--- config.mk ---
export PLATFORM = sky130hd
export DESIGN_NAME = cpu_trace_monitor
export DESIGN_NICKNAME = d
export VERILOG_FILES = /design/src/rtl/cpu_debug_pkg.sv /design/src/rtl/trace_ram.sv /design/src/rtl/cpu_trace_monitor.sv
export SDC_FILE = /design/constraint.sdc
export NUM_CORES = 1
export LEC_CHECK = 0
export BUFFER_PORTS_ARGS = -buffer_cell sky130_fd_sc_hd__buf_2
export CAP_MARGIN = 30
export CORE_UTILIZATION = 41
export CTS_CLUSTER_DIAMETER = 150
export DETAILED_ROUTE_END_ITERATION = 10
export GPL_ROUTABILITY_DRIVEN = 0
export GPL_TIMING_DRIVEN = 0
export PLACE_DENSITY = 0.55
export SLEW_MARGIN = 20
export SYNTH_ARGS = -nofsm -noshare
export SYNTH_HDL_FRONTEND = slang
export SYNTH_SLANG_ARGS = --single-unit
--- constraint.sdc ---
create_clock -name clk -period 8.7 [get_ports clk]
set_input_delay 1.74 -clock clk [delete_from_list [all_inputs] [get_ports clk]]
set_output_delay 1.74 -clock clk [all_outputs]
set_load 0.02 [all_outputs]
--- src/rtl/cpu_debug_pkg.sv ---
// Shared definitions for the CPU debug blocks: monitor state encoding,
// halt cause encoding and the default exit-syscall instruction.
package cpu_debug_pkg;

    typedef enum logic [1:0] {
        ST_IDLE   = 2'd0,
        ST_RUN    = 2'd1,
        ST_HALTED = 2'd2
    } trace_state_e;

    typedef enum logic [1:0] {
        CAUSE_EXIT    = 2'd0,
        CAUSE_INVALID = 2'd1,
        CAUSE_STALL   = 2'd2,
        CAUSE_TIMEOUT = 2'd3
    } halt_cause_e;

    localparam logic [31:0] EXIT_INSTR_DEFAULT = 32'h0000000C;

endpackage

--- src/rtl/trace_ram.sv ---
// Simple dual-port trace storage: one synchronous write port and one
// registered read port. Contents are not reset; the owner decides which
// locations hold valid data.
module trace_ram #(
    parameter int DEPTH = 16,
    parameter int WIDTH = 64,
    parameter int AW    = $clog2(DEPTH)
) (
    input  logic             clk,
    input  logic             we,
    input  logic [AW-1:0]    wr_addr,
    input  logic [WIDTH-1:0] wr_data,
    input  logic [AW-1:0]    rd_addr,
    output logic [WIDTH-1:0] rd_data
);

    logic [WIDTH-1:0] mem [DEPTH];

    // Write port: store one record per enabled cycle.
    always_ff @(posedge clk) begin
        if (we) begin
            mem[wr_addr] <= wr_data;
        end
    end

    // Read port: one-cycle registered read, returns the old data on a
    // same-address collision.
    always_ff @(posedge clk) begin
        rd_data <= mem[rd_addr];
    end

endmodule

--- src/rtl/cpu_trace_monitor.sv ---
// CPU trace monitor: while running, records {pc, instruction} every cycle
// into a circular buffer and halts on exit syscall, invalid fetch, a hung
// PC or a cycle budget. The buffer is read back oldest-first by index.
module cpu_trace_monitor
    import cpu_debug_pkg::*;
#(
    parameter int                 PC_W        = 32,
    parameter int                 INSTR_W     = 32,
    parameter int                 DEPTH       = 16,
    parameter int                 TIMEOUT     = 100,
    parameter int                 STALL_LIMIT = 4,
    parameter logic [INSTR_W-1:0] EXIT_INSTR  = INSTR_W'(EXIT_INSTR_DEFAULT)
) (
    input  logic                       clk,
    input  logic                       reset,
    input  logic                       start,
    input  logic                       clear,
    input  logic [PC_W-1:0]            pc,
    input  logic [INSTR_W-1:0]         instruction,
    input  logic                       instr_valid,
    input  logic [$clog2(DEPTH)-1:0]   rd_idx,
    output logic [PC_W-1:0]            rd_pc,
    output logic [INSTR_W-1:0]         rd_instr,
    output logic                       running,
    output logic                       halted,
    output logic [1:0]                 halt_cause,
    output logic [31:0]                cycle_count,
    output logic [$clog2(DEPTH):0]     entries
);

    localparam int AW = $clog2(DEPTH);
    localparam int DW = PC_W + INSTR_W;

    trace_state_e state_q, state_d;
    halt_cause_e  cause_d;
    logic         halt_now;

    logic [AW-1:0]   wr_ptr_q;
    logic [AW:0]     entries_q;
    logic [31:0]     cycle_q;
    logic [31:0]     stall_cnt_q;
    logic [PC_W-1:0] prev_pc_q;
    logic [1:0]      cause_q;
    logic            rd_valid_q;

    logic [31:0]   stall_next;
    logic          hit_exit;
    logic          hit_stall;
    logic          hit_timeout;
    logic          do_write;
    logic          restart;
    logic [AW-1:0] oldest_ptr;
    logic [AW-1:0] rd_addr;
    logic [DW-1:0] ram_rd_data;

    // Halt condition detection and buffer addressing.
    always_comb begin
        // A run of equal PCs counts its first cycle as 1, so a PC held for
        // STALL_LIMIT cycles halts on the STALL_LIMIT-th of them.
        if (stall_cnt_q != 32'd0 && pc == prev_pc_q) begin
            stall_next = stall_cnt_q + 32'd1;
        end else begin
            stall_next = 32'd1;
        end
        hit_exit    = (instruction == EXIT_INSTR);
        hit_stall   = (stall_next == 32'(STALL_LIMIT));
        hit_timeout = (cycle_q == 32'(TIMEOUT - 1));
        do_write    = (state_q == ST_RUN) && !clear && instr_valid;
        restart     = clear || (state_q == ST_IDLE && start);
        oldest_ptr  = (entries_q == (AW+1)'(DEPTH)) ? wr_ptr_q : '0;
        rd_addr     = oldest_ptr + rd_idx;
    end

    // FSM state register.
    always_ff @(posedge clk or posedge reset) begin
        if (reset) begin
            state_q <= ST_IDLE;
        end else begin
            state_q <= state_d;
        end
    end

    // FSM next state, halt cause selection and status outputs.
    always_comb begin
        state_d  = state_q;
        cause_d  = CAUSE_EXIT;
        halt_now = 1'b0;
        running  = (state_q == ST_RUN);
        halted   = (state_q == ST_HALTED);
        case (state_q)
            ST_IDLE: begin
                if (!clear && start) begin
                    state_d = ST_RUN;
                end
            end
            ST_RUN: begin
                if (clear) begin
                    state_d = ST_IDLE;
                end else if (!instr_valid) begin
                    halt_now = 1'b1;
                    cause_d  = CAUSE_INVALID;
                end else if (hit_exit) begin
                    halt_now = 1'b1;
                    cause_d  = CAUSE_EXIT;
                end else if (hit_stall) begin
                    halt_now = 1'b1;
                    cause_d  = CAUSE_STALL;
                end else if (hit_timeout) begin
                    halt_now = 1'b1;
                    cause_d  = CAUSE_TIMEOUT;
                end
                if (halt_now) begin
                    state_d = ST_HALTED;
                end
            end
            ST_HALTED: begin
                if (clear) begin
                    state_d = ST_IDLE;
                end
            end
            default: state_d = ST_IDLE;
        endcase
    end

    // Trace bookkeeping: pointer, fill level, cycle and stall counters.
    always_ff @(posedge clk or posedge reset) begin
        if (reset) begin
            wr_ptr_q    <= '0;
            entries_q   <= '0;
            cycle_q     <= '0;
            stall_cnt_q <= '0;
            prev_pc_q   <= '0;
            cause_q     <= '0;
            rd_valid_q  <= 1'b0;
        end else begin
            rd_valid_q <= ({1'b0, rd_idx} < entries_q);
            if (restart) begin
                wr_ptr_q    <= '0;
                entries_q   <= '0;
                cycle_q     <= '0;
                stall_cnt_q <= '0;
                prev_pc_q   <= '0;
                cause_q     <= '0;
            end else if (state_q == ST_RUN) begin
                if (halt_now) begin
                    cause_q <= cause_d;
                end
                if (do_write) begin
                    wr_ptr_q    <= wr_ptr_q + 1'b1;
                    cycle_q     <= cycle_q + 32'd1;
                    stall_cnt_q <= stall_next;
                    prev_pc_q   <= pc;
                    if (entries_q != (AW+1)'(DEPTH)) begin
                        entries_q <= entries_q + 1'b1;
                    end
                end
            end
        end
    end

    trace_ram #(
        .DEPTH (DEPTH),
        .WIDTH (DW),
        .AW    (AW)
    ) u_trace_ram (
        .clk     (clk),
        .we      (do_write),
        .wr_addr (wr_ptr_q),
        .wr_data ({pc, instruction}),
        .rd_addr (rd_addr),
        .rd_data (ram_rd_data)
    );

    // Out-of-range reads and the post-reset state show zeros.
    assign rd_pc       = rd_valid_q ? ram_rd_data[DW-1:INSTR_W] : '0;
    assign rd_instr    = rd_valid_q ? ram_rd_data[INSTR_W-1:0] : '0;
    assign halt_cause  = cause_q;
    assign cycle_count = cycle_q;
    assign entries     = entries_q;

endmodule

==> flow_summary.toml, run 1 <==
[place]
dpl.hpwl_um = 79400
portBuffers = 177
place_inst = 4333

[sta]
clock.fmax_mhz = 178
post-route-min-period_ns = 5.60
finalHoldViolations = 0
finalMaxSlewViolations = 0
rsz0062_at_grt = "no"
worst_slew_margin_rel_pct = 40.1
min_period_over_period_pct = 64.4
tightest_slew_ns = 0.899
skew_ns = 0.0252
finalSetupViolations = 0

[routing]
drt-pass1-iter-count = 6
drtIter0Drc = 2306
via_count = 25600
via_per_inst = 5.58
drcViolationCount = 0
wire_per_inst_um = 25.7
final_antenna_net_count = 0
routed_wl_um = 118000

[grt]
use_met3_pct = 4.04
grt_pass1_vias = 26800
grt_overflow = 0
grt_max_degree = 80
globalRouteMet1Util_pct = 27.6
grt_pass1_wl_um = 176000
grt_usage_pct = 20.6
antenna_found_initial = 18
met2_usage_pct = 34.3
busiest_layer = "met2"

[synth]
postSynthAreaPerCell_um2 = 18.3
synth_ff_type = "edfxtp_1"
synth-edff-count = 1024
synth.yosys.seq_area_share_pct = 74.2
synth_fp_nets = 2647
synthDominantCellAreaShare_pct = 65.6
synth_cells = 2558
synth_top_area_cell = "edfxtp_1"
ys_types = 64
synth_area_leaders = "edfxtp_1 (66%), mux4_2 (12%), dfrtp_1 (5.9%), dfxtp_1 (2.7%), and2_1 (1.8%)"
synth_area_um2 = 46900
synth_seq_cells = 1198
yosysWarningCount = 0
async_flop_share_pct = 9.18

[cts]
htreeDepth = 4
clockBufferDepth = 3
clk_latency_ns = 0.74
root_buffer = "clkbuf_16"
cts_setup_buffers = 0
hold_buffers = 0
cts_resized = 0
cts_tree = "built"
cts_made_buffers = 130
cts.clk_slew.worst_paths_ns = 0.05
clock_sinks = 1198

[setup_path]
endpoint = "u_trace_ram.mem[2][29]$_DFFE_PP_"
cp.arrival_ns = 6.03
r2r_setup_slack_ns = 3.70
worst_ep_required_time_ns = 9.12
worstSetupStartpointType = "input pin"
r2r_cells = 13
r2r_end = "u_trace_ram.rd_data[43]$_DFF_P_"
endpoint_kind = "register"
cp_max_fo = 10
worstSetupStartpoint = "clear"
reg2reg_from = "entries[1]$_DFFE_PP0P_"
crit_type = "input pin to register"

[power_and_ir_drop]
leakage_nw = 19.0
ir_drop_v = 0.000195
powerDensity_nw_per_um2 = 224
total_power_mw = 12.5

[floorplanning]
die_w_um = 340
dieArea_um2 = 116000
core_area_um2 = 113000
start_util_pct = 41.5
num_rows = 123
dieHeight_um = 340
io_pins = 178

[status]
status = "complete, no violations"

[worst_hold_path]
hold_class = "register to register"
whs_path_depth = 1

[cells_and_area]
fin_nets = 3060
syn_to_final_growth_pct = 18.9
drive_gt1_share_pct = 25.3
final_cell_mix = "edfxtp_1 (1024), mux4_2 (256), buf_2 (188), nand2_1 (180)"
stdcell_count = 4584
n_fill_cell = 9384
layout_commonest_cell = "edfxtp_1"

[flow_run]
cap_viol_max_count = 0
-- cell type report --
cell class                 instances  area [um^2]  share of cell area (%)
multi-input combinational       1193        11600                    20.8
buffer                           149          591                    1.06
inverter                          18         72.6                   0.130
timing repair buffer             281         2430                    4.36
clock buffer                     183         3680                    6.60
antenna                            5         12.5                  0.0224
clock inverter                    57          722                    1.29
sequential                      1198        34800                    62.4
tap                             1500         1880                    3.37
-- sequential cells by signal, summed over array words and instances, names as in the netlist --
register	cells
halt_cause	2
rd_valid_q	1
stall_cnt_q	32
u_trace_ram.mem	1024
cycle_count	32
prev_pc_q	32
wr_ptr_q	4
state_q	2
entries	5
u_trace_ram.rd_data	64
-- worst max-delay path, stage by stage --
cell,delay [ns]
buf_2,0.12
nor3b_1,0.55
and2_1,0.21
clkbuf_1,0.39
clkbuf_1,0.53
nand2_1,0.37
nor3_2,0.64
buf_4,0.28
buf_4,0.20
buf_4,0.18
buf_4,0.18
buf_4,0.20
buf_4,0.22
buf_6,0.17
-- metal layers --
metal,part of all wire [%],routed length [um]
met5,0.11,130
met4,1.9,2280
met3,5.7,6740
met2,50,58900
met1,42,49600
-- Yosys cell counts (all sizes together), types with 3 or more instances --
cell type / number
ha: 15
a211oi: 65
nor3: 24
nand2b: 6
a31oi: 69
dfxtp: 64
mux4: 256
xor2: 60
nor2: 85
dfrtp: 110
nand4: 34
a22o: 37
o41ai: 6
and3: 18
a21oi: 16
buf: 46
and4: 10
nand3: 27
and2: 133
nor4b: 3
xnor2: 13
mux2i: 3
o31ai: 19
edfxtp: 1024
o21ai: 47
clkbuf: 103
nor2b: 3
nor4: 29
or3: 8
nand2: 180
inv: 18
-- metrics by stage --
stage / hold WS (ns) / TNS (ns) / cell area [um^2] / util, % / setup slack [ns]
5_1_grt: 0.532 / 0 / 55700 / 49.3 / 2.79
2_1_floorplan: 0.486 / 0 / 46900 / - / 0.817
3_3_place_gp: 0.503 / -2364.12 / 49700 / 44.0 / -4.57
4_1_cts: 0.522 / 0 / 55700 / 49.3 / 3.13
3_5_place_dp: 0.502 / 0 / 51300 / 45.4 / 2.35
6_report: 0.523 / 0 / 55800 / 49.4 / 3.10
-- where the power goes --
part	total (mW)	internal [mW]	switching [mW]
logic	0.601	0.218	0.384
clock network	5.62	3.38	2.24
registers	6.29	6.28	0.0143
-- logic make-up after synthesis --
family | share of synthesized area [%]
xor gates and xnor gates | 1.36
adders and majority gates | 0.443
DFF | 74.2
buffers and inverters | 1.38
and+or+nand+nor | 6.24
muxes | 12.4
AOI/OAI and AO/OA | 4.07
-- worst min path at each step --
stage                                           end                      start
after floorplan            prev_pc_q[0]$_DFFE_PP0P_   prev_pc_q[0]$_DFFE_PP0P_
after global placement    prev_pc_q[18]$_DFFE_PP0P_  prev_pc_q[18]$_DFFE_PP0P_
after detailed placement   prev_pc_q[4]$_DFFE_PP0P_   prev_pc_q[4]$_DFFE_PP0P_
after CTS                  prev_pc_q[6]$_DFFE_PP0P_   prev_pc_q[6]$_DFFE_PP0P_
after global routing      prev_pc_q[18]$_DFFE_PP0P_  prev_pc_q[18]$_DFFE_PP0P_
final                     prev_pc_q[15]$_DFFE_PP0P_  prev_pc_q[15]$_DFFE_PP0P_
Note: power is estimated with default switching activity, not from simulation.
==> run 2, diff against run 1 <==
Settings changed: PLACE_DENSITY 0.55 to 0.57.
Clock period 8.7 ns to 5.15 ns, I/O delays scaled along.
==> flow_summary.toml, run 2 (synthesis results as in run 1) <==
[setup_path]
r2r_setup_slack_ns = 0.22
endpoint_kind = "register"
crit_type = "register to register"
worstSetupStartpointType = "register"
path_delay_family = "buffers and inverters"
slowest_delay_ns = 0.82
critPathBufInv = 5
cp_num_cells = 13
r2r_cells = 13
cp_max_fo = 10
critical_path.cell_chain = "inv_1 > ha_1 > and4_1 > and2_1 > ha_1 > inv_1 > fa_1 > clkbuf_1 > clkbuf_2 > buf_1 > mux4_2 > nand2_1 > a31oi_1"
cp.arrival_ns = 5.43
crit_slowest_cell = "buf_1"
worst_ep_required_time_ns = 5.65

[place]
pre_cts_ws_ns = -0.0279
dpl.hpwl_um = 77900
place_inst = 4307
portBuffers = 177

[floorplanning]
start_util_pct = 41.5
core_area_um2 = 113000
dieArea_um2 = 116000
die_w_um = 340
io_pins = 178
dieHeight_um = 340
num_rows = 123

[routing]
routed_wl_um = 117000
final_antenna_net_count = 0
drt-pass1-iter-count = 5
wire_per_inst_um = 25.6
drcViolationCount = 0
via_per_inst = 5.59
via_count = 25500
drtIter0Drc = 2395

[status]
status = "complete, no violations"

[cells_and_area]
stdcell_count = 4554
largest_reg_flops = 1024
final_core_util_pct = 49.0
final_cell_mix = "edfxtp_1 (1024), mux4_2 (256), buf_2 (188), nand2_1 (180), and2_1 (133)"
n_fill_cell = 9396
top_register = "u_trace_ram.mem"
largestRegisters = "u_trace_ram.mem (1024), u_trace_ram.rd_data (64)"
drive_gt1_share_pct = 24.9
layout_commonest_cell = "edfxtp_1"
syn_to_final_growth_pct = 18.0
multi_input_area_um2 = 11600
fin_nets = 3032
seqCellArea_um2 = 34800

[cts]
cts_resized = 1
cts_made_buffers = 121
clk_latency_ns = 0.70
clockBufferDepth = 3
cts_setup_buffers = 0
htreeDepth = 3
clock_sinks = 1198
cts.clk_slew.worst_paths_ns = 0.06
cts_tree = "built"
root_buffer = "clkbuf_16"
hold_buffers = 0

[flow_run]
cap_viol_max_count = 0

[sta]
skew_ns = 0.0172
finalMaxSlewViolations = 0
rsz0062_at_grt = "no"
finalSetupViolations = 0
post-route-min-period_ns = 4.93
worst_slew_margin_rel_pct = 31.6
min_period_over_period_pct = 95.7
clock.fmax_mhz = 203
tightest_slew_ns = 1.03
finalHoldViolations = 0
final_critical_path_setup_slack_ns = 0.220

[power_and_ir_drop]
leakage_nw = 18.7
powerDensity_nw_per_um2 = 369
ir_drop_v = 0.000285

[grt]
grt_pass1_wl_um = 173000
grt_usage_pct = 20.1
antenna_found_initial = 17
grt_max_degree = 76
grt_overflow = 0
grt_pass1_vias = 26600

[worst_hold_path]
hold_class = "input pin to async pin"
==> run 2: cell types whose count changed in the layout (fill, tap and decap cells not counted), moves of 4 or more <==
| cell | previous run | this run |
|---|---|---|
| bufinv_16 | 14 | 10 |
| buf_4 | 33 | 2 |
| buf_6 | 23 | 16 |
| clkbuf_2 | 5 | 9 |
| clkbuf_1 | 135 | 121 |
| buf_8 | 8 | 30 |
| clkinv_1 | 11 | 15 |
| clkbuf_8 | 12 | 18 |
| nor3_2 | 4 | 0 |
| clkbuf_16 | 135 | 125 |
| clkinv_2 | 15 | 28 |
| clkinv_8 | 6 | 0 |
| nor3_4 | 0 | 4 |
==> run 2: power by group <==
group	leakage [nW]	internal [mW]	total, mW	switching [mW]
sequential	11.3	10.6	10.6	0.0253
combinational	5.47	0.367	1.01	0.648
clock	1.99	5.18	8.78	3.60
total	18.7	16.2	20.4	4.28
==> run 2: through the flow <==
stage,TNS (ns),hold slack [ns],cell area [um^2],power (mW)
3_3_place_gp,-3808.02,0.502,49700,11.8
5_1_grt,0,0.326,55300,21.1
6_report,0,0.329,55400,20.4
3_5_place_dp,-0.0279,0.501,51100,11.9
2_1_floorplan,-199.61,0.486,46900,11.4
4_1_cts,0,0.294,55200,20.6
==> run 2: area by class of cell <==
type                       count  share of cell area (%)
sequential                  1198                    62.8
multi-input combinational   1193                    21.0
clock buffer                 169                    6.27
timing repair buffer         262                    4.28
tap                         1500                    3.39
buffer                       149                    1.08
clock inverter                61                    1.01
inverter                      18                   0.131
antenna                        4                  0.0181
==> run 2: path summary, 6_finish.rpt <==
path | from | to
max in group asynchronous | reset | prev_pc_q[18]$_DFFE_PP0P_
setup reg to reg | entries[0]$_DFFE_PP0P_ | u_trace_ram.rd_data[52]$_DFF_P_
hold reg to reg | prev_pc_q[7]$_DFFE_PP0P_ | prev_pc_q[7]$_DFFE_PP0P_
hold / removal | reset | halt_cause[1]$_DFFE_PP0P_
min in group clk | prev_pc_q[7]$_DFFE_PP0P_ | prev_pc_q[7]$_DFFE_PP0P_
setup / recovery | entries[0]$_DFFE_PP0P_ | u_trace_ram.rd_data[52]$_DFF_P_
==> run 2: metal layers <==
| metal | track usage, % | share of wire [%] | vias up |
|---|---|---|---|
| li1 | - | - | 11100 |
| met1 | 27.4 | 42 | 13400 |
| met2 | 33.8 | 50 | 840 |
| met3 | 3.26 | 5.6 | 194 |
| met4 | 5.14 | 2.0 | 20 |
| met5 | 0 | 0.10 | - |
==> run 3, diff against run 2 <==
Settings changed: CORE_ASPECT_RATIO from default to 0.75.
==> flow_summary.toml, run 3 (synthesis results as in run 1) <==
[routing]
via_count = 25500
wl_met1_um = 52300
drcViolationCount = 0
drtIter0Drc = 2265
wl_met2_um = 54000
final_antenna_net_count = 0
route.met3.wl_um = 8040
wire_per_inst_um = 25.5
routed_wl_um = 116000
highest_layer = "met5"
via_per_inst = 5.59
drt-pass1-iter-count = 8

[setup_path]
r2r_cells = 14
cp_max_fo = 16
crit_type = "register to register"
worst_ep_required_time_ns = 5.72
cp.arrival_ns = 5.34
worstSetupStartpointType = "register"
reg2reg_from = "entries[1]$_DFFE_PP0P_"
worstSetupStartpoint = "entries[1]$_DFFE_PP0P_"
endpoint_kind = "register"

[floorplanning]
start_util_pct = 41.3
dieHeight_um = 295
io_pins = 178
dieArea_um2 = 116000
core_area_um2 = 114000
die_w_um = 393
num_rows = 107

[place]
dpl_cell_area_um2 = 51300
portBuffers = 177
dpl.hpwl_um = 79500

[grt]
grt_max_degree = 57
grt_pass1_wl_um = 173000
antenna_found_initial = 11
grt_usage_pct = 20.4
grt_overflow = 0
grt_pass1_vias = 26200

[power_and_ir_drop]
powerDensity_nw_per_um2 = 367
ir_drop_v = 0.000275
leakage_nw = 18.6

[sta]
tightest_slew_ns = 0.966
rsz0062_at_grt = "no"
finalHoldViolations = 0
tns_ns = 0
hold_slack_ns = 0.394
post-route-min-period_ns = 4.77
worst_slew_margin_rel_pct = 35.6
skew_ns = 0.0307
finalMaxSlewViolations = 0
clock.fmax_mhz = 210
min_period_over_period_pct = 92.6
finalSetupViolations = 0

[cells_and_area]
n_fill_cell = 9452
design_area_um2 = 55300
drive_gt1_share_pct = 24.5
largest_reg_flops = 1024
layout_commonest_cell = "edfxtp_1"
fin_nets = 3027
final_cell_mix = "edfxtp_1 (1024), mux4_2 (256), buf_2 (188), nand2_1 (180), and2_1 (133)"
top_register = "u_trace_ram.mem"
largestRegisters = "u_trace_ram.mem (1024), u_trace_ram.rd_data (64)"
syn_to_final_growth_pct = 17.9

[flow_run]
cap_viol_max_count = 0

[cts]
cts_tree = "built"
clk_latency_ns = 0.72
clock_sinks = 1198
hold_buffers = 0
root_buffer = "clkbuf_16"
cts.clk_slew.worst_paths_ns = 0.06
htreeDepth = 3
clockBufferDepth = 3
cts_made_buffers = 112

[worst_hold_path]
hold_class = "input pin to async pin"

[status]
status = "complete, no violations"
## run 3: worst max-delay path, stage by stage (launching register included)
cell             delay (ns)
dfrtp_1                0.41
inv_1                  0.12
ha_1                   0.14
and4_1                 0.32
and2_1                 0.17
ha_1                   0.16
inv_1                  0.06
fa_1                   0.43
xor2_1                 0.23
clkdlybuf4s15_1        0.70
clkbuf_1               0.49
buf_8                  0.29
buf_1                  0.58
nand2_1                0.10
a31oi_1                0.40
## run 3: where the power goes
part           leakage [nW]  switching [mW]  internal (mW)  total (mW)
registers              11.3          0.0249           10.6        10.6
clock network          1.87            3.61           5.03        8.64
logic                  5.50           0.655          0.370        1.02
total                  18.6            4.29           16.0        20.3
## run 3: worst paths after layout
path / slack [ns] / endpoint
max in group asynchronous: 4.10 / prev_pc_q[0]$_DFFE_PP0P_
setup reg to reg: 0.38 / u_trace_ram.rd_data[14]$_DFF_P_
hold / removal: 0.39 / cycle_count[12]$_DFFE_PP0P_
setup / recovery: 0.38 / u_trace_ram.rd_data[14]$_DFF_P_
hold reg to reg: 0.53 / prev_pc_q[26]$_DFFE_PP0P_
min in group clk: 0.53 / prev_pc_q[26]$_DFFE_PP0P_
## run 3: layer usage
metal | vias to the layer above | GRT usage, %
met2 | 883 | 31.5
met3 | 150 | 4.38
met5 | - | 0
met1 | 13500 | 29.8
met4 | 8 | 4.42
li1 | 11000 | -
## run 3: repair_timing
action	4_1_cts	5_1_grt
pin swaps	0	0
setup endpoints to repair	1	12
buffers inserted	0	0
gates resized for setup	2	8
## run 3: final cells by class
class	count	area [um^2]	share of cell area, %
inverter	18	72.6	0.131
clock buffer	149	3050	5.52
buffer	148	598	1.08
antenna	2	5.00	0.00905
multi-input combinational	1193	11600	21.0
sequential	1198	34800	62.9
tap	1526	1910	3.45
timing repair buffer	267	2450	4.43
clock inverter	64	802	1.45
## run 3: metrics by stage
stage | instances | setup slack [ns] | util (%) | total power, mW
after floorplan | 2558 | -0.308 | - | 11.4
after global placement | 4261 | -4.50 | 43.8 | 11.8
after detailed placement | 4337 | -0.0688 | 45.1 | 11.9
after CTS | 4550 | 0.0952 | 48.5 | 20.5
after global routing | 4564 | 0.0848 | 48.7 | 20.9
final | 4565 | 0.382 | 48.7 | 20.3
